--- src/rtl/matmul_fila_columna_ctrl.sv ---
// Row-major issue sequencer for the NxN complex matrix multiplier, with in-flight result address tracking.
// Optional MATMUL_CTRL_CYCLE_COUNT_EN adds a saturating busy-cycle counter on CycleCount.
module matmul_fila_columna_ctrl #(
  parameter int N       = 4,
  parameter int AddrW   = 2,
  parameter int Latency = 4
) (
  input  logic             CLK,
  input  logic             reset,
  input  logic             Start,
  input  logic             Hold,
  output logic [AddrW-1:0] FilaSel,
  output logic [AddrW-1:0] ColSel,
  output logic             EnableReg,
  output logic             ResultValid,
  output logic [AddrW-1:0] ResultFila,
  output logic [AddrW-1:0] ResultCol,
  output logic             Busy,
  output logic             Done
`ifdef MATMUL_CTRL_CYCLE_COUNT_EN
  ,
  output logic [15:0]      CycleCount
`endif
);

  typedef enum logic [1:0] {IDLE, ISSUE, DRAIN, DONE} state_t;

  localparam logic [AddrW-1:0] LAST = AddrW'(N - 1);

  state_t           state;
  logic [Latency-1:0] vld_q;
  logic [AddrW-1:0] fila_q [Latency];
  logic [AddrW-1:0] col_q  [Latency];
  logic             pending;
  logic             last_issue;

  assign EnableReg   = (state == ISSUE) && !Hold;
  assign last_issue  = EnableReg && (FilaSel == LAST) && (ColSel == LAST);
  assign ResultValid = vld_q[Latency-1];
  assign ResultFila  = fila_q[Latency-1];
  assign ResultCol   = col_q[Latency-1];
  assign Busy        = (state != IDLE);
  assign Done        = (state == DONE);

  // The final stage is the result being presented now; DONE may follow it directly.
  always_comb begin
    pending = 1'b0;
    for (int k = 0; k < Latency - 1; k++) pending = pending | vld_q[k];
  end

  always_ff @(posedge CLK) begin
    if (reset) begin
      state   <= IDLE;
      FilaSel <= '0;
      ColSel  <= '0;
      vld_q   <= '0;
      for (int k = 0; k < Latency; k++) begin
        fila_q[k] <= '0;
        col_q[k]  <= '0;
      end
    end else begin
      vld_q[0]  <= EnableReg;
      fila_q[0] <= FilaSel;
      col_q[0]  <= ColSel;
      for (int k = 1; k < Latency; k++) begin
        vld_q[k]  <= vld_q[k-1];
        fila_q[k] <= fila_q[k-1];
        col_q[k]  <= col_q[k-1];
      end
      case (state)
        IDLE: begin
          if (Start) begin
            state   <= ISSUE;
            FilaSel <= '0;
            ColSel  <= '0;
          end
        end
        ISSUE: begin
          if (last_issue) begin
            state <= DRAIN;
          end else if (EnableReg) begin
            ColSel <= ColSel + AddrW'(1);
            if (ColSel == LAST) FilaSel <= FilaSel + AddrW'(1);
          end
        end
        DRAIN: begin
          if (!pending) state <= DONE;
        end
        default: state <= IDLE;
      endcase
    end
  end

`ifdef MATMUL_CTRL_CYCLE_COUNT_EN
  always_ff @(posedge CLK) begin
    if (reset) begin
      CycleCount <= '0;
    end else if (state == IDLE && Start) begin
      CycleCount <= '0;
    end else if (Busy && CycleCount != 16'hFFFF) begin
      CycleCount <= CycleCount + 16'd1;
    end
  end
`endif

endmodule
--- config.mk ---
export PLATFORM = sky130hd
export DESIGN_NAME = matmul_fila_columna_ctrl
export DESIGN_NICKNAME = d
export VERILOG_FILES = /design/src/rtl/matmul_fila_columna_ctrl.sv
export SDC_FILE = /design/constraint.sdc
export NUM_CORES = 1
export LEC_CHECK = 0
export ABC_CLOCK_PERIOD_IN_PS = 1400
export BUFFER_PORTS_ARGS = -buffer_cell sky130_fd_sc_hd__buf_2
export CAP_MARGIN = 20
export CORE_ASPECT_RATIO = 1.5
export CORE_MARGIN = 2
export CORE_UTILIZATION = 45
export CTS_CLUSTER_DIAMETER = 200
export CTS_CLUSTER_SIZE = 12
export DETAILED_ROUTE_END_ITERATION = 8
export GPL_TIMING_DRIVEN = 0
export PLACE_DENSITY = 0.74
export SLEW_MARGIN = 10
export SYNTH_ARGS = -nofsm -noshare
export SYNTH_HDL_FRONTEND = slang
export SYNTH_SLANG_ARGS = --single-unit
--- constraint.sdc ---
create_clock -name CLK -period 1.4 [get_ports CLK]
set_clock_uncertainty 0.05 [all_clocks]
set_input_delay 0.28 -clock CLK [delete_from_list [all_inputs] [get_ports CLK]]
set_output_delay 0.28 -clock CLK [all_outputs]
set_load 0.05 [all_outputs]
==> impl_metrics.tcl, run 1 <==
set metrics [dict create \
    power_uw 2165 \
    powerDensity_mw_per_mm2 1620 \
    synth-compound-area-share_pct 8.659 \
    path_buf_inv 2 \
    min_period_ns 1.532 \
    worst_path_dominant_cell_family "flip-flops" \
    vias_per_cell 4.907 \
    criticalPathCategory "reg2out" \
    area_delta_synth_final_pct 30.24 \
    slew_viol_final 0 \
    vias 687 \
    synth_edf_count 0 \
    yosysSeqAreaShare_pct 50.73 \
    max_stage_delay_ns 0.35 \
    fin_ws_ns -0.1320 \
    dieArea_mm2 0.002686 \
    drv_cap 0 \
    post-place-ws_ns -0.2768 \
    hpwl_mm 1.210 \
    die_h_um 62.48 \
    place.gp.congestion 0.7023 \
    post-route-drc-count 0 \
    p_comb_share_pct 38.6 \
    yosys.area_share.simple_pct 20.98 \
    root_buffer "clkbuf_4" \
    grt_pass1_vias 702 \
    p_sw_uw 703.1 \
    ys_warn_count 0 \
    fmax_mhz 652.8 \
    utilization_pct 60.54 \
    nFillCells 186 \
    critPathCaptureType "output pin" \
    crit_path_max_fanout 3 \
    routedWlPerCell_um 12.15 \
    clockPowerShare_pct 23.0 \
    ys.flop_type "dfxtp_1" \
    n_antenna_cell 0 \
    grt_pass1_wl_mm 2.973 \
    syn-cell-area_mm2 0.001026 \
    synth.distinct_cells 29 \
    path_cells "inv_2, ha_4, and2b_4, buf_8" \
    grt_usage_pct 14.43 \
    leakagePower_uw 0.0005825 \
    cp.arrival_ns 1.20 \
    netlist_instances 94 \
    cpMaxStageDelayCell "dfxtp_2" \
    cts_tree "done" \
    clk_latency_ns 0.31 \
    synth.area.top_cells "dfxtp_1 (51%), nor2b_1 (10%), ha_1 (8.5%)" \
    nets 129 \
    portBuffers 15 \
    status "complete, but fails checks" \
    required_ns 1.07 \
    drt_iter0_drc 14 \
    hold_violations 0 \
    grt_max_degree 16 \
    drive_gt1_share_pct 44.44 \
    synth_top_family_by_area "simple AND/OR/NAND/NOR gates" \
    synth_top_area_share_pct 50.73 \
    cts-buffers-inserted 3 \
    synth_mux_area_share_pct 4.512 \
    ir_worst_vdd_v 0.001058 \
    ctsHtreeMaxLevel 1 \
    cts.sinks 26 \
    synth.avg_cell_area_um2 10.91 \
    start_util_pct 46.49 \
    period_share_pct 109.4 \
    relSlewSlack_pct 73.62 \
    start_kind "flip-flop" \
    violations "negative setup slack" \
    coreArea_mm2 0.002207 \
    dr.pass1.iters 4 \
    die_w_um 42.99 \
    grt_remaining_overflow 0 \
    hp-class "in2reg" \
    synth_xor_area_share_pct 0 \
    cts_buffer_depth 2 \
    syn_nets 105 \
    setup_viol_count_final 7 \
    finalSetupTns_ns -0.5240 \
    synthArstFlopShare_pct 0 \
    p_int_uw 1462 \
    ioPinCount 16 \
    drtAntennaViolNets 0 \
    fin_area_mm2 0.001336 \
    placed_cell_area_mm2 0.001175 \
    synthAdderAreaFrac_pct 8.537 \
    wl_mm 1.701 \
    grt_antenna_before_repair 0 \
    ys_ff_latch 26 \
    yosys.area.top_type "dfxtp_1" \
    swShare_pct 32.48 \
    rows 21 \
    clk_pin_slew_worst_paths_ns 0.13 \
    worst_pin_slew_ns 0.3956 \
    rsz0062_at_grt "yes" \
    pwr-share-seq_pct 38.4 \
]
==> per-layer routing <==
metal	vias up	wire length [µm]	global-route usage, %
met5	-	0	0
met4	0	14	7.576
met3	2	48	2.023
met2	12	992	27.08
met1	327	645	14.55
li1	346	-	-
==> through the flow <==
step                std cells  hold WS, ns
floorplan                  94       0.3060
global placement          132       0.3690
finish                    140       0.1384
detailed placement        132       0.3769
global route              140       0.1355
CTS                       140       0.1240
==> state kept, by name (all words and copies together), names as in the netlist <==
register / cells
state: 2
ColSel: 2
vld_q: 4
fila_q: 8
FilaSel: 2
col_q: 8
==> final timing paths <==
| kind | start | end | slack, ns | cells after the start |
|---|---|---|---|---|
| setup / recovery | state[1] | EnableReg | -0.13 | 4 |
| hold / removal | Hold | vld_q[0] | 0.14 | 2 |
| setup reg to reg | state[0] | ColSel[1] | -0.11 | 5 |
| hold reg to reg | col_q[0][5] | col_q[0][7] | 0.40 | 1 |
==> worst register-to-register path: stages (launching register included) <==
cell and delay [ns]:
dfxtp_4 0.39, inv_4 0.09, ha_4 0.19, mux2i_2 0.30
a21oi_2 0.08, mux2_1 0.31
==> power groups by stage <==
| stage | Sequential (µW) | Clock [µW] | Combinational [µW] |
|---|---|---|---|
| CTS | 832 | 513 | 817 |
| global placement | 832 | 0 | 566 |
| finish | 831 | 498 | 835 |
| detailed placement | 836 | 0 | 585 |
| floorplan | 848 | 0 | 460 |
| global route | 839 | 539 | 895 |
==> area by class of cell <==
type | count | area, µm² | area share [%]
clock buffers | 3 | 22.52 | 1.685
inverters | 7 | 28.78 | 2.154
well taps | 23 | 28.78 | 2.154
flip-flops and latches | 26 | 540.5 | 40.45
repair buffers | 19 | 131.4 | 9.831
clock inverters | 1 | 30.03 | 2.247
multi-input cells | 55 | 513.0 | 38.39
plain buffers | 6 | 41.29 | 3.090
==> cells in the mapped netlist, types with 2 or more instances <==
library cell,n
a21oi_1,2
buf_4,5
dfxtp_1,26
ha_1,7
inv_1,7
mux2i_1,2
nand2b_1,5
nand3_1,2
nor2_1,2
nor2b_1,17
==> cell families (layout without fill, tap and decap cells) <==
kind of cell,count (synthesis),after routing
and+or+nand+nor,34,34
adders and majority gates,7,7
buffers and inverters,13,36
muxes,4,4
AOI/OAI and AO/OA,10,10
DFF,26,26
==> repair_timing <==
action | in CTS | in global routing
setup buffers | 4 | 0
pin swaps | 0 | 0
hold buffers | 0 | 0
setup endpoints to repair | 9 | 8
resized for setup | 22 | 1
==> placed cells by master (no fill, tap or decap), types with 2 or more instances in the layout <==
cell      count
buf_8         2
inv_1         4
nand3_1       2
a21oi_2       2
buf_4         9
nor2b_1      17
inv_2         2
nand2b_1      5
dfxtp_1      20
ha_4          5
buf_2        12
nor2_1        2
dfxtp_4       5
clkbuf_4      3
No activity file was read; power rests on OpenSTA's default activity.
==> run 2, diff against run 1 <==
--- a/config.mk
+++ b/config.mk
@@ -9,13 +9,12 @@
 export BUFFER_PORTS_ARGS = -buffer_cell sky130_fd_sc_hd__buf_2
 export CAP_MARGIN = 20
 export CORE_ASPECT_RATIO = 1.5
-export CORE_MARGIN = 2
 export CORE_UTILIZATION = 45
 export CTS_CLUSTER_DIAMETER = 200
 export CTS_CLUSTER_SIZE = 12
 export DETAILED_ROUTE_END_ITERATION = 8
 export GPL_TIMING_DRIVEN = 0
-export PLACE_DENSITY = 0.74
+export PLACE_DENSITY = 0.7
 export SLEW_MARGIN = 10
 export SYNTH_ARGS = -nofsm -noshare
 export SYNTH_HDL_FRONTEND = slang
==> impl_metrics.tcl, run 2 (synthesis results as in run 1) <==
set metrics [dict create \
    cts_tree "done" \
    ir_worst_vdd_v 0.001123 \
    area_delta_synth_final_pct 34.39 \
    wl_mm 1.734 \
    nFillCells 153 \
    hold_start "Hold" \
    dieArea_mm2 0.002479 \
    drt_iter0_drc 19 \
    hpwl_mm 1.121 \
    finalSetupTns_ns -0.7517 \
    clockPowerShare_pct 22.1 \
    multi_input_area_um2 540.5 \
    slew_viol_final 0 \
    p_comb_share_pct 40.7 \
    nets 130 \
    grt_remaining_overflow 0 \
    die_h_um 60.48 \
    start_kind "flip-flop" \
    critPathCaptureType "output pin" \
    required_ns 1.07 \
    powerDensity_mw_per_mm2 1667 \
    clk_latency_ns 0.31 \
    portBuffers 15 \
    violations "negative setup slack" \
    holdPathStages 2 \
    reg2reg_depth 5 \
    cp.arrival_ns 1.23 \
    grt_pass1_wl_mm 2.787 \
    place.gp.congestion 0.7547 \
    swShare_pct 33.21 \
    ctsHoldBuffers 0 \
    dr.pass1.iters 4 \
    period_share_pct 111.5 \
    vias_per_cell 5.050 \
    r2r_end "state[0]" \
    hp-class "in2reg" \
    fin_ws_ns -0.1605 \
    routedWlPerCell_um 12.39 \
    root_buffer "clkbuf_4" \
    hold_end "vld_q[0]" \
    min_period_ns 1.561 \
    p_sw_uw 763.4 \
    post-place-ws_ns -0.2591 \
    cts_buffer_depth 2 \
    hold_violations 0 \
    n_antenna_cell 0 \
    grt_max_degree 16 \
    cts-buffers-inserted 3 \
    leakagePower_uw 0.0005978 \
    ioPinCount 16 \
    r2r_slack_ns -0.15 \
    rr_startpoint "state[1]" \
    grt_pass1_vias 646 \
    dp.cells 131 \
    ff_latch_area_um2 543.0 \
    die_w_um 40.99 \
    clk_pin_slew_worst_paths_ns 0.14 \
    post-route-drc-count 0 \
    largestRegisters "col_q: 8 flops, fila_q: 8 flops, vld_q: 4 flops" \
    status "complete, but fails checks" \
    drv_cap 0 \
    p_int_uw 1535 \
    instances_no_fill 140 \
    power_uw 2298 \
    rsz0062_at_grt "yes" \
    ctsHtreeMaxLevel 1 \
    drtAntennaViolNets 0 \
    final_cell_mix "dfxtp_1 (20), nor2b_1 (17), buf_2 (12)" \
    coreArea_mm2 0.002077 \
    criticalPathCategory "reg2out" \
    worst_pin_slew_ns 0.4143 \
    start_util_pct 49.40 \
    cts.sinks 26 \
    fmax_mhz 640.8 \
    relSlewSlack_pct 72.38 \
    setup_viol_count_final 6 \
    pwr-share-seq_pct 37.2 \
    crit_path_max_fanout 3 \
    drive_gt1_share_pct 47.46 \
    layout_commonest_cell "dfxtp_1" \
    grt_usage_pct 17.14 \
    utilization_pct 66.39 \
    grt_antenna_before_repair 0 \
    rows 20 \
    vias 707 \
]
[run 2: cell types whose count changed in the layout (fill, tap and decap cells not counted), sizes merged]
| cell | before | now |
|---|---|---|
| buf | 24 | 25 |
[run 2: area by class of cell]
cell class / instances / area share (%)
buffer: 6 / 2.995
clock inverter: 1 / 2.178
multi-input combinational: 55 / 39.20
tap: 22 / 1.996
inverter: 7 / 2.269
timing repair buffer: 20 / 10.34
sequential: 26 / 39.38
clock buffer: 3 / 1.633
[run 2: worst max-delay path by stage]
stage	start	end	slack, ns
2_1_floorplan	FilaSel[0]	state[0]	-0.11
3_3_place_gp	state[1]	ColSel[1]	-0.19
3_5_place_dp	state[1]	ColSel[1]	-0.26
4_1_cts	state[1]	EnableReg	-0.16
5_1_grt	state[0]	EnableReg	-0.21
6_report	state[1]	EnableReg	-0.16
[run 2: power by group through the flow]
| stage | combinational, µW | clock (µW) | sequential, µW |
|---|---|---|---|
| final | 936 | 508 | 854 |
| after global routing | 987 | 555 | 859 |
| after CTS | 855 | 523 | 850 |
| after detailed placement | 582 | 0 | 836 |
| after global placement | 567 | 0 | 833 |
| after floorplan | 460 | 0 | 848 |
[run 2: per-layer routing]
metal / share of wire, % / wire [µm] / GRT usage, % / up-vias
met1: 44 / 763 / 20.05 / 332
met5: 0 / 0 / 0 / -
met2: 50 / 870 / 26.56 / 15
met3: 2.4 / 42 / 2.564 / 6
met4: 3.3 / 57 / 13.33 / 0
li1: - / - / - / 354
[run 2: stage by stage]
stage                     hold WS (ns)  cell area, µm²
after floorplan                 0.3060            1071
after global placement          0.3683            1174
after detailed placement        0.3712            1174
after CTS                       0.1093            1353
after global routing            0.1121            1379
final                           0.1306            1379
[run 2: repair_timing]
item,CTS,global route
pin swaps,0,1
gates resized for setup,27,3
setup endpoints to repair,9,8
buffers inserted,4,1
[run 2: worst max-delay path: stages (launching register included)]
cell and delay, ns:
dfxtp_4 0.39, inv_4 0.05, ha_4 0.16, and2b_4 0.18, buf_8 0.15
==> run 3, diff against run 2 <==
--- a/config.mk
+++ b/config.mk
@@ -14,6 +14,7 @@
 export CTS_CLUSTER_SIZE = 12
 export DETAILED_ROUTE_END_ITERATION = 8
 export GPL_TIMING_DRIVEN = 0
+export HOLD_SLACK_MARGIN = 0.15
 export PLACE_DENSITY = 0.7
 export SLEW_MARGIN = 10
 export SYNTH_ARGS = -nofsm -noshare
==> impl_metrics.tcl, run 3 (synthesis results as in run 1) <==
set metrics [dict create \
    cts_tree "done" \
    die_w_um 40.99 \
    vias 698 \
    clk_latency_ns 0.31 \
    hp-class "in2reg" \
    place.gp.congestion 0.7547 \
    violations "negative setup slack" \
    layout_commonest_cell "dfxtp_1" \
    grt_max_degree 16 \
    hold_violations 0 \
    start_util_pct 49.40 \
    grt_pass1_vias 652 \
    max_stage_delay_ns 0.40 \
    path_cells "inv_4, ha_4, and2b_4, buf_8" \
    drive_gt1_share_pct 47.06 \
    n_antenna_cell 0 \
    period_share_pct 111.4 \
    nFillCells 152 \
    drv_cap 0 \
    instances_no_fill 141 \
    grt_antenna_before_repair 0 \
    setup_viol_count_final 6 \
    cp.arrival_ns 1.23 \
    fmax_mhz 641.0 \
    criticalPathCategory "reg2out" \
    root_buffer "clkbuf_4" \
    cts-buffers-inserted 3 \
    rows 20 \
    leakagePower_uw 0.0006020 \
    crit_path_max_fanout 3 \
    ctsHtreeMaxLevel 1 \
    grt_usage_pct 17.36 \
    hpwl_mm 1.121 \
    met1_usage_pct 20.05 \
    grt_pass1_wl_mm 2.835 \
    fin_ws_ns -0.1600 \
    gr-max-usage-layer "met2" \
    nets 131 \
    powerDensity_mw_per_mm2 1653 \
    clk_pin_slew_worst_paths_ns 0.14 \
    worst_pin_slew_ns 0.4162 \
    area_delta_synth_final_pct 35.37 \
    largestRegisters "col_q: 8 flops, fila_q: 8 flops, vld_q: 4 flops" \
    coreArea_mm2 0.002077 \
    wl_mm 1.713 \
    final_cell_mix "dfxtp_1 (20), nor2b_1 (17), buf_2 (12)" \
    grt_remaining_overflow 0 \
    ioPinCount 16 \
    min_period_ns 1.560 \
    required_ns 1.07 \
    routedWlPerCell_um 12.15 \
    cts_buffer_depth 2 \
    start_kind "flip-flop" \
    rsz0062_at_grt "yes" \
    drt_iter0_drc 16 \
    dieArea_mm2 0.002479 \
    dp.cells 131 \
    critPathCaptureType "output pin" \
    cpMaxStageDelayCell "dfxtp_4" \
    grtUsageMet3_pct 3.297 \
    vias_per_cell 4.950 \
    slew_viol_final 0 \
    portBuffers 15 \
    drtAntennaViolNets 0 \
    relSlewSlack_pct 72.25 \
    post-route-drc-count 0 \
    power_uw 2296 \
    grt_use_met2_pct 27.46 \
    status "complete, but fails checks" \
    ir_worst_vdd_v 0.001114 \
    cts.sinks 26 \
    dr.pass1.iters 4 \
    die_h_um 60.48 \
]
run 3: cell count changes in the layout (fill, tap and decap cells not counted), sizes merged:
cell / before / now
dlygate4sd3: 0 / 1
run 3: metrics by stage:
step / hold slack (ns) / cell area, µm² / util [%] / TNS, ns / setup WS, ns
global placement: 0.3683 / 1174 / 56.51 / -0.6127 / -0.1899
global route: 0.1801 / 1389 / 66.87 / -1.070 / -0.2093
floorplan: 0.3060 / 1071 / - / -0.1841 / -0.1077
CTS: 0.1770 / 1363 / 65.60 / -0.6731 / -0.1631
finish: 0.1922 / 1389 / 66.87 / -0.7459 / -0.1600
detailed placement: 0.3712 / 1174 / 56.51 / -0.9751 / -0.2591
run 3: final cells by class:
type	instances	area, µm²	share of cell area, %
buffer	6	41.29	2.973
clock buffer	3	22.52	1.622
clock inverter	1	30.03	2.162
inverter	7	31.28	2.252
multi-input combinational	55	540.5	38.92
sequential	26	543.0	39.10
tap	22	27.53	1.982
timing repair buffer	21	152.6	10.99
run 3: worst max-delay path: cells and delay by family (launching register included):
family,cells,cell delay [ns]
fa+ha+maj,1,0.15
simple gates,1,0.17
buf+inv,2,0.20
flops,1,0.40
run 3: per-layer routing:
metal	vias up	share of wire [%]
met5	-	0
met4	0	1.9
met3	4	3.1
met2	17	51
met1	321	43
li1	356	-
run 3: worst paths after layout:
check,cells past startpoint,slack (ns),startpoint,end
worst max register to register,5,-0.15,state[1],state[0]
worst min-delay path,2,0.19,reset,vld_q[0]
worst max-delay path,4,-0.16,state[1],EnableReg
worst min register to register,1,0.40,col_q[0][4],col_q[0][6]
run 3: repair_timing:
item	CTS	global route
pin swaps	0	1
resized for setup	27	3
setup buffers	4	1
hold endpoints to repair	1	0
hold buffers	1	0
cloned	0	0
setup endpoints to repair	9	8
run 3: report_power, final:
| part | total, µW | switching (µW) | internal [µW] |
|---|---|---|---|
| registers | 854 | 61.8 | 793 |
| clock network | 509 | 219 | 289 |
| logic | 933 | 479 | 453 |
